==> config.mk <==
export PLATFORM = sky130hd
export DESIGN_NAME = uart_rx
export DESIGN_NICKNAME = d
export VERILOG_FILES = /design/src/rtl/uart_pkg.sv /design/src/rtl/sync_2ff.sv /design/src/rtl/uart_rx.sv
export SDC_FILE = /design/constraint.sdc
export NUM_CORES = 1
export LEC_CHECK = 0
export BUFFER_PORTS_ARGS = -buffer_cell sky130_fd_sc_hd__buf_2
export CAP_MARGIN = 20
export CELL_PAD_IN_SITES_DETAIL_PLACEMENT = 0
export CELL_PAD_IN_SITES_GLOBAL_PLACEMENT = 1
export CORE_MARGIN = 5
export CORE_UTILIZATION = 49
export CTS_CLUSTER_DIAMETER = 120
export DETAILED_ROUTE_END_ITERATION = 7
export PLACE_DENSITY_LB_ADDON = 0.1
export RECOVER_POWER = 100
export SYNTH_ARGS = -nofsm -noshare
export SYNTH_HDL_FRONTEND = slang
export SYNTH_HIERARCHICAL = 1
export SYNTH_SLANG_ARGS = --single-unit
==> constraint.sdc <==
create_clock -name Clk_Core -period 5.4 [get_ports Clk_Core]
set_input_delay 1.08 -clock Clk_Core [delete_from_list [all_inputs] [get_ports Clk_Core]]
set_output_delay 1.08 -clock Clk_Core [all_outputs]
set_load 0.05 [all_outputs]
==> src/rtl/uart_pkg.sv <==
// Shared types and helpers for the UART receive path.
//   rx_state_t         : receiver frame-sequencing states
//   OVERSAMPLE_DEFAULT : default number of sample ticks per bit
//   parity_error()     : parity check of one received frame
package uart_pkg;

    typedef enum logic [2:0] {
        IDLE,
        START,
        DATA,
        PARITY,
        STOP
    } rx_state_t;

    localparam int OVERSAMPLE_DEFAULT = 16;

    // data_xor is the XOR-reduction of the received data word. The result is 1
    // when the sampled parity bit does not match the selected parity sense.
    function automatic logic parity_error(input logic sample_bit,
                                          input logic data_xor,
                                          input logic odd);
        return sample_bit ^ data_xor ^ odd;
    endfunction

endpackage

==> src/rtl/sync_2ff.sv <==
// Two-flop synchronizer for a single asynchronous input bit.
//   clk_i : destination clock
//   rst_i : asynchronous active-high reset
//   d_i   : asynchronous input
//   q_o   : input synchronized to clk_i; both flops reset to RST_VAL
module sync_2ff #(
    parameter logic RST_VAL = 1'b0
) (
    input  logic clk_i,
    input  logic rst_i,
    input  logic d_i,
    output logic q_o
);

    logic meta_q;
    logic sync_q;

    // NOTE: state is updated with non-blocking assignments so every flop
    // samples the value from before the edge; blocking here would collapse
    // the two stages into one.
    always_ff @(posedge clk_i or posedge rst_i) begin
        if (rst_i) begin
            meta_q <= RST_VAL;
            sync_q <= RST_VAL;
        end else begin
            meta_q <= d_i;
            sync_q <= meta_q;
        end
    end

    assign q_o = sync_q;

endmodule

==> src/rtl/uart_rx.sv <==
// UART receiver with oversampled start detection and a valid/ready output.
//   Clk_Core    : core clock
//   Rst_Core    : asynchronous active-high reset
//   Clk_Rx      : oversample clock from the baud generator, used as data only
//   Rx_Serial   : serial line, idles high, LSB first
//   Rx_Data     : received word
//   Rx_Valid    : Rx_Data and status flags are valid
//   Rx_Ready    : consumer accepts the held word
//   Parity_Err  : parity mismatch for the held word (0 when parity disabled)
//   Frame_Err   : stop bit sampled low for the held word
//   Overrun_Err : one-cycle pulse when a completed frame is dropped
module uart_rx
    import uart_pkg::*;
#(
    parameter int DATA_BITS  = 8,
    parameter int PARITY_EN  = 0,
    parameter int PARITY_ODD = 0,
    parameter int OVERSAMPLE = OVERSAMPLE_DEFAULT
) (
    input  logic                 Clk_Core,
    input  logic                 Rst_Core,
    input  logic                 Clk_Rx,
    input  logic                 Rx_Serial,
    output logic [DATA_BITS-1:0] Rx_Data,
    output logic                 Rx_Valid,
    input  logic                 Rx_Ready,
    output logic                 Parity_Err,
    output logic                 Frame_Err,
    output logic                 Overrun_Err
);

    localparam int TICK_W = $clog2(OVERSAMPLE);
    localparam int BIT_W  = $clog2(DATA_BITS + 1);

    localparam logic [TICK_W-1:0] MID_TICK  = TICK_W'(OVERSAMPLE / 2 - 1);
    localparam logic [TICK_W-1:0] LAST_TICK = TICK_W'(OVERSAMPLE - 1);
    localparam logic [BIT_W-1:0]  LAST_BIT  = BIT_W'(DATA_BITS - 1);
    localparam logic              ODD_SENSE = (PARITY_ODD != 0);
    localparam logic              PAR_ON    = (PARITY_EN != 0);

    // ------------------------------------------------------------------
    // Input synchronization and sample tick
    // ------------------------------------------------------------------
    logic rx_s;
    logic clk_rx_s;
    logic clk_rx_d_q;
    logic tick;

    sync_2ff #(.RST_VAL(1'b1)) u_sync_rx (
        .clk_i (Clk_Core),
        .rst_i (Rst_Core),
        .d_i   (Rx_Serial),
        .q_o   (rx_s)
    );

    sync_2ff #(.RST_VAL(1'b0)) u_sync_clk_rx (
        .clk_i (Clk_Core),
        .rst_i (Rst_Core),
        .d_i   (Clk_Rx),
        .q_o   (clk_rx_s)
    );

    always_ff @(posedge Clk_Core or posedge Rst_Core) begin
        if (Rst_Core) begin
            clk_rx_d_q <= 1'b0;
        end else begin
            clk_rx_d_q <= clk_rx_s;
        end
    end

    // One Clk_Core cycle per rising edge of the oversample clock.
    assign tick = clk_rx_s & ~clk_rx_d_q;

    // ------------------------------------------------------------------
    // Frame sequencer
    // ------------------------------------------------------------------
    rx_state_t            state_q;
    logic [TICK_W-1:0]    tick_cnt_q;
    logic [BIT_W-1:0]     bit_cnt_q;
    logic [DATA_BITS-1:0] shift_q;
    logic                 par_err_q;
    logic                 frame_done;

    always_ff @(posedge Clk_Core or posedge Rst_Core) begin
        if (Rst_Core) begin
            state_q    <= IDLE;
            tick_cnt_q <= '0;
            bit_cnt_q  <= '0;
            shift_q    <= '0;
            par_err_q  <= 1'b0;
        end else if (tick) begin
            case (state_q)
                IDLE: begin
                    if (!rx_s) begin
                        state_q    <= START;
                        tick_cnt_q <= '0;
                    end
                end

                START: begin
                    if (tick_cnt_q == MID_TICK) begin
                        // A start bit that is high again at its midpoint was noise.
                        if (!rx_s) begin
                            state_q    <= DATA;
                            tick_cnt_q <= '0;
                            bit_cnt_q  <= '0;
                            par_err_q  <= 1'b0;
                        end else begin
                            state_q <= IDLE;
                        end
                    end else begin
                        tick_cnt_q <= tick_cnt_q + 1'b1;
                    end
                end

                DATA: begin
                    if (tick_cnt_q == LAST_TICK) begin
                        // LSB arrives first, so shifting right leaves it in bit 0.
                        shift_q    <= {rx_s, shift_q[DATA_BITS-1:1]};
                        tick_cnt_q <= '0;
                        bit_cnt_q  <= bit_cnt_q + 1'b1;
                        if (bit_cnt_q == LAST_BIT) begin
                            state_q <= PAR_ON ? PARITY : STOP;
                        end
                    end else begin
                        tick_cnt_q <= tick_cnt_q + 1'b1;
                    end
                end

                PARITY: begin
                    if (tick_cnt_q == LAST_TICK) begin
                        par_err_q  <= parity_error(rx_s, ^shift_q, ODD_SENSE);
                        tick_cnt_q <= '0;
                        state_q    <= STOP;
                    end else begin
                        tick_cnt_q <= tick_cnt_q + 1'b1;
                    end
                end

                STOP: begin
                    // Leave at mid stop bit so a directly following start
                    // edge is still caught.
                    if (tick_cnt_q == LAST_TICK) begin
                        tick_cnt_q <= '0;
                        state_q    <= IDLE;
                    end else begin
                        tick_cnt_q <= tick_cnt_q + 1'b1;
                    end
                end

                default: begin
                    state_q <= IDLE;
                end
            endcase
        end
    end

    // Decoded in the stop-sample tick cycle so the output register updates on
    // the same edge, giving Rx_Valid one cycle after the stop sample.
    assign frame_done = tick && (state_q == STOP) && (tick_cnt_q == LAST_TICK);

    // ------------------------------------------------------------------
    // Output holding register and handshake
    // ------------------------------------------------------------------
    logic [DATA_BITS-1:0] rx_data_q;
    logic                 rx_valid_q;
    logic                 parity_err_q;
    logic                 frame_err_q;
    logic                 overrun_q;

    always_ff @(posedge Clk_Core or posedge Rst_Core) begin
        if (Rst_Core) begin
            rx_data_q    <= '0;
            rx_valid_q   <= 1'b0;
            parity_err_q <= 1'b0;
            frame_err_q  <= 1'b0;
            overrun_q    <= 1'b0;
        end else begin
            overrun_q <= 1'b0;
            if (frame_done) begin
                // A new frame may replace the held word only if that word is
                // leaving this cycle; otherwise the new frame is discarded.
                if (!rx_valid_q || Rx_Ready) begin
                    rx_data_q    <= shift_q;
                    parity_err_q <= PAR_ON & par_err_q;
                    frame_err_q  <= ~rx_s;
                    rx_valid_q   <= 1'b1;
                end else begin
                    overrun_q <= 1'b1;
                end
            end else if (rx_valid_q && Rx_Ready) begin
                rx_valid_q <= 1'b0;
            end
        end
    end

    assign Rx_Data     = rx_data_q;
    assign Rx_Valid    = rx_valid_q;
    assign Parity_Err  = parity_err_q;
    assign Frame_Err   = frame_err_q;
    assign Overrun_Err = overrun_q;

endmodule
After elaboration in Yosys (flattened, before gate mapping)
Index checks and enable logic that the tools add are counted.
{ "totals": {"out_inout_bits": 12, "input_bits": 5, "wordCells": 70, "regBits": 35} }
{ "classes": {"reduce_logical": 16, "bitwise": 3, "muxes": 21, "n_addsub": 2, "eq_ne": 15} }
{ "op_table": {"columns": ["operator", "count"], "rows": [
  ["$mux 4", 6],
  ["$mux 3", 6],
  ["$pmux 3 s5", 1],
  ["$ne 2x2->1 const B", 7],
  ["$pmux 4 s3", 1],
  ["$add 4x1->4 const B", 2],
  ["$eq 4x3->1 const B", 2],
  ["$pmux 4 s2", 1],
  ["$reduce_and 7->1", 1],
  ["$eq 3x2->1 const B", 2],
  ["$reduce_and 2->1", 3],
  ["$mux 1", 5],
  ["$reduce_and 5->1", 1],
  ["$eq 4x4->1 const B", 1],
  ["$reduce_bool 2->1", 2],
  ["$eq 3x1->1 const B", 1],
  ["$eq 3x3->1 const B", 1],
  ["$logic_and 1x1->1", 3],
  ["$logic_not 3->1", 1],
  ["$reduce_and 3->1", 1],
  ["$reduce_bool 3->1", 1],
  ["$reduce_or 3->1", 1],
  ["$mux 2", 1],
  ["$ne 2x1->1 const B", 1],
  ["other kinds (4)", 5]
]} }

Logic depth before layout (Yosys ltp)
{ "depth": {"ltp_word": 6, "mapped_depth": 6, "depth_no_buf": 5} }

Cells and area by module
Netlist, hierarchy kept.
{ "modules_own_cells": {"columns": ["module", "cells_per_inst", "seq_area_each_um2", "n_inst", "area_per_inst_um2"], "rows": [
  ["uart_rx", 141, 775.7, 1, 1524.0],
  ["sync_2ff (u_sync_rx)", 3, 52.6, 1, 56.3],
  ["sync_2ff (u_sync_clk_rx)", 3, 50.0, 1, 53.8]
]} }

Least setup slack after synthesis
No wires, ideal clock.
{ "synth_path": {"path_kind": "input-to-reg", "start": "in Rx_Ready", "end": "reg rx_data_q[0], in the netlist Rx_Data[0]", "t_required_ps": 5275, "setup_time_ps": 125, "path_stages": 4, "path_buffers": 1, "t_arrival_ps": 1885, "setup_slack_ps": 3391, "cell_sequence": "nand2b_1 > and4_1 > buf_2 > mux2_2"} }
{ "synth_between": {"elab_chain_cells": 2} }
{ "synth_rtl": {"columns": ["item", "line_no", "text"], "rows": [
  ["start, declared", "uart_rx.sv:26", "input logic Rx_Ready,"],
  ["$logic_or 1x1->1", "uart_rx.sv:183", "if (!rx_valid_q || Rx_Ready) begin"],
  ["$reduce_and 2->1 (no line)", null, null],
  ["end signal, assigned", "uart_rx.sv:184", "rx_data_q <= shift_q;"],
  ["end, declared", "uart_rx.sv:165", "logic [DATA_BITS-1:0] rx_data_q;"]
]} }
Every way passes these cells.
A chain may end at the register's enable or synchronous reset.

==> results by group <==
Floorplanning
  • Initial core utilization: 0.498
  • Core area: 3280 um2
  • Row count: 21
  • Die width: 67.7 um
  • IO Pins: 17
  • Die Y-Extent: 67.7 um
  • Die area: 4590 um2

Synthesis
  • Post-synth cell types: 42
  • Main combinational cell family by area after synthesis: simple AND/OR/NAND/NOR gates
  • Post-Syn Instances: 147
  • Syn Area/Cell: 11.1 um2
  • Synth Area in Adders: 0.0153
  • Compound-gate portion of the synthesized area: 0.112
  • Proportion of synthesized area in mux cells: 0.123
  • Syn Nets: 154
  • #FFs+latches synth: 35
  • Sequential area share after synthesis: 0.538
  • Post-synthesis cell area: 1630 um2
  • Xor and xnor area share after synthesis: 0.00536
  • Synth warnings: 6
  • Simple-gate share of the synthesized area: 0.167

Route
  • Vias: 1164
  • DRC: 0
  • Post-route ant nets: 0
  • Routed len/inst: 14.9 um
  • First DRT Iteration DRCs: 48
  • Vias per cell: 5.54
  • TritonRoute pass-1 iters: 4
  • Final WL: 3.13 mm

Setup path
  • Largest stage delay on the critical path: 1210 ps
  • CP startpoint: Rst_Core
  • Crit path DAT: 2450 ps
  • CP dominant cell by count: clkbuf_1
  • Endpoint class of the critical path: async pin
  • Req. time, crit path: 5550 ps
  • CP Class: in2async
  • Crit Reg-Reg Startpoint: state_q[1]
  • Critical-path cell list: clkbuf_1 > inv_1 > clkbuf_1
  • CP delay by family, top: buffers and inverters
  • Worst path slowest cell: clkbuf_1
  • Crit start category: input pin
  • CP bufs+invs: 3
  • Worst Path Max Fanout: 31

CTS
  • Htree depth: 2
  • Clk_lat worst skew: 340 ps
  • CTS resizes: 0
  • Num CTS Buffers: 5
  • Post-CTS Repair Setup Buffers: 0
  • Clock Tree Buf Depth: 2
  • CTS tree: yes
  • Hold-fix buffers, CTS: 0
  • Clock Sinks: 35
  • Clk slew on worst S/H paths: 110 ps
  • Root Buffer: clkbuf_4

Timing
  • Setup Viol. Count Final: 0
  • Tcrit/Tclk final: 0.427
  • Worst Tran Pin Value: 1700 ps
  • Final Hold Fails: 0
  • F_max: 0.434 GHz
  • Tmin final: 2300 ps
  • Worst slew margin: -0.131
  • Final Skew: 6.76 ps
  • Fin Setup TNS: 0 ps
  • Pins over their slew limit: 32
  • Fin Hold WS: 373 ps
  • RSZ-0062 raised after global routing: no

Place
  • Port buffer count: 15
  • RD Place Congestion: 0.786
  • Detailed Place HPWL: 2.30 mm
  • Placed Instances: 202

Final layout
  • Nets: 170
  • Non-filler cells, final: 210
  • Filler cells: 308
  • Layout area overhead: 9.88%
  • Proportion of layout cells with a drive suffix above 1: 0.195
  • ANT cells: 0

Run status
  • Failing checks: capacitance limit, slew limit
  • Status: finished with violations

Flow run
  • Max cap viols: 1

Min path
  • Hold Path Origin: u_sync_rx/meta_q
  • Hold Crit Class: reg2reg

GRT
  • Initial antenna violation count: 0
  • Largest net degree at the start of global routing: 32
  • Global Route Usage Sum: 0.161
  • First-pass GRT wire length: 5.35 mm
  • Vias in the first global route: 1147
  • Congestion Overflow GR: 0

Power and ir drop
  • LEAKAGE: 0.824 nW
  • Overall power: 0.638 mW
  • Worst ir drop on vdd: 0.000202 V
  • Power Density: 355 nW/um2
[per-stage QoR]
stage	setup WS, ps	util	area (um2)
2_1_floorplan	3390	-	1630
3_3_place_gp	3210	0.528	1740
3_5_place_dp	3160	0.528	1740
4_1_cts	3310	0.553	1820
5_1_grt	2760	0.547	1800
6_report	3100	0.547	1800
[kinds of logic after synthesis]
| group | Yosys count |
|---|---|
| mux | 18 |
| other cells | 1 |
| fa+ha+maj | 2 |
| simple gates | 48 |
| buf+inv | 13 |
| flops | 35 |
| compound gates | 29 |
| xor+xnor | 1 |
[cells in the final DEF (no fill, tap or decap), types with 3 or more instances in the layout]
cell      netlist  layout
clkbuf_1        4      13
o21ai_0        13      13
inv_1           6       6
nor3_1          4       4
nand2_1         6       6
and4_1          3       3
mux2_2         17      17
nand3_1         4       4
nand2b_1        5       5
or3_1           3       3
buf_2           1       3
a21oi_1         5       5
dfrtp_1        33      33
clkbuf_4        0       5
nor2_1         10      10
[metal layers]
layer  track usage  up-vias  wire, um
met3        0.0499        5       110
met5             0        -         0
met4        0.0608        0        48
met1         0.190      578      1400
li1              -      561         -
met2         0.273       20      1570
[synth_stat cells]
| cell type | number | area share |
|---|---|---|
| or2_2 | 1 | 0.0038 |
| clkbuf_1 | 4 | 0.0092 |
| a311o_1 | 1 | 0.0061 |
| and3_1 | 2 | 0.0077 |
| nor3_1 | 4 | 0.012 |
| or3b_2 | 1 | 0.0054 |
| dfstp_2 | 2 | 0.032 |
| a32o_1 | 1 | 0.0061 |
| o211ai_1 | 2 | 0.0092 |
| mux2i_1 | 1 | 0.0061 |
| buf_6 | 1 | 0.0069 |
| inv_1 | 6 | 0.014 |
| buf_4 | 1 | 0.0046 |
| o311ai_0 | 1 | 0.0054 |
| nand4b_1 | 1 | 0.0054 |
| and4_1 | 3 | 0.016 |
| o21ba_2 | 1 | 0.0061 |
| o2bb2ai_1 | 1 | 0.0054 |
| or3b_4 | 1 | 0.0069 |
| o31ai_1 | 1 | 0.0046 |
| dfrtp_1 | 33 | 0.51 |
| o22ai_1 | 1 | 0.0038 |
| nand3b_1 | 1 | 0.0046 |
| nand2b_1 | 5 | 0.019 |
| buf_2 | 1 | 0.0031 |
| nor4_1 | 1 | 0.0038 |
| conb_1 | 1 | 0.0023 |
| o21ai_0 | 13 | 0.040 |
| nand3_1 | 4 | 0.012 |
| a21oi_1 | 5 | 0.015 |
| or4_1 | 1 | 0.0046 |
| and2_1 | 1 | 0.0038 |
| mux2_2 | 17 | 0.12 |
| nand2_1 | 6 | 0.014 |
| o41ai_1 | 1 | 0.0054 |
| or3_1 | 3 | 0.011 |
| nor3b_1 | 2 | 0.0092 |
| ha_1 | 2 | 0.015 |
| a211oi_1 | 1 | 0.0046 |
| nor2b_1 | 1 | 0.0038 |
| xor2_1 | 1 | 0.0054 |
| nor2_1 | 10 | 0.023 |
[path summary, 6_finish.rpt]
path	cells past startpoint	to	slack (ps)
setup / recovery	3	tick_cnt_q[3]	3100
hold / removal	0	u_sync_rx/q_o	370
setup reg to reg	4	bit_cnt_q[3]	3340
hold reg to reg	0	u_sync_rx/q_o	370
max in group Clk_Core	1	Rx_Valid	3130
min in group asynchronous	2	u_sync_clk_rx/meta_q	580
[registers in the layout (all words and copies together), names as in the netlist]
signal	cells
u_sync_rx/q_o	1
Rx_Data	8
tick_cnt_q	4
shift_q	8
bit_cnt_q	4
Overrun_Err	1
state_q	3
u_sync_rx/meta_q	1
u_sync_clk_rx/meta_q	1
clk_rx_d_q	1
Rx_Valid	1
u_sync_clk_rx/q_o	1
Frame_Err	1
[layout make-up]
class | count | area, um2 | share of cell area
clock inverter | 3 | 43.8 | 0.0244
sequential | 35 | 878 | 0.489
clock buffer | 5 | 37.5 | 0.0209
inverter | 6 | 22.5 | 0.0125
tap | 46 | 57.6 | 0.0321
multi-input combinational | 99 | 692 | 0.385
timing repair buffer | 16 | 63.8 | 0.0355
[report_power, final]
| group | leakage [nW] | internal (mW) | total [mW] | switching, mW |
|---|---|---|---|---|
| logic | 0.320 | 0.0524 | 0.117 | 0.0648 |
| clock network | 0.0452 | 0.0974 | 0.190 | 0.0929 |
| registers | 0.459 | 0.291 | 0.330 | 0.0389 |
No activity file was read; power rests on OpenSTA's default activity.
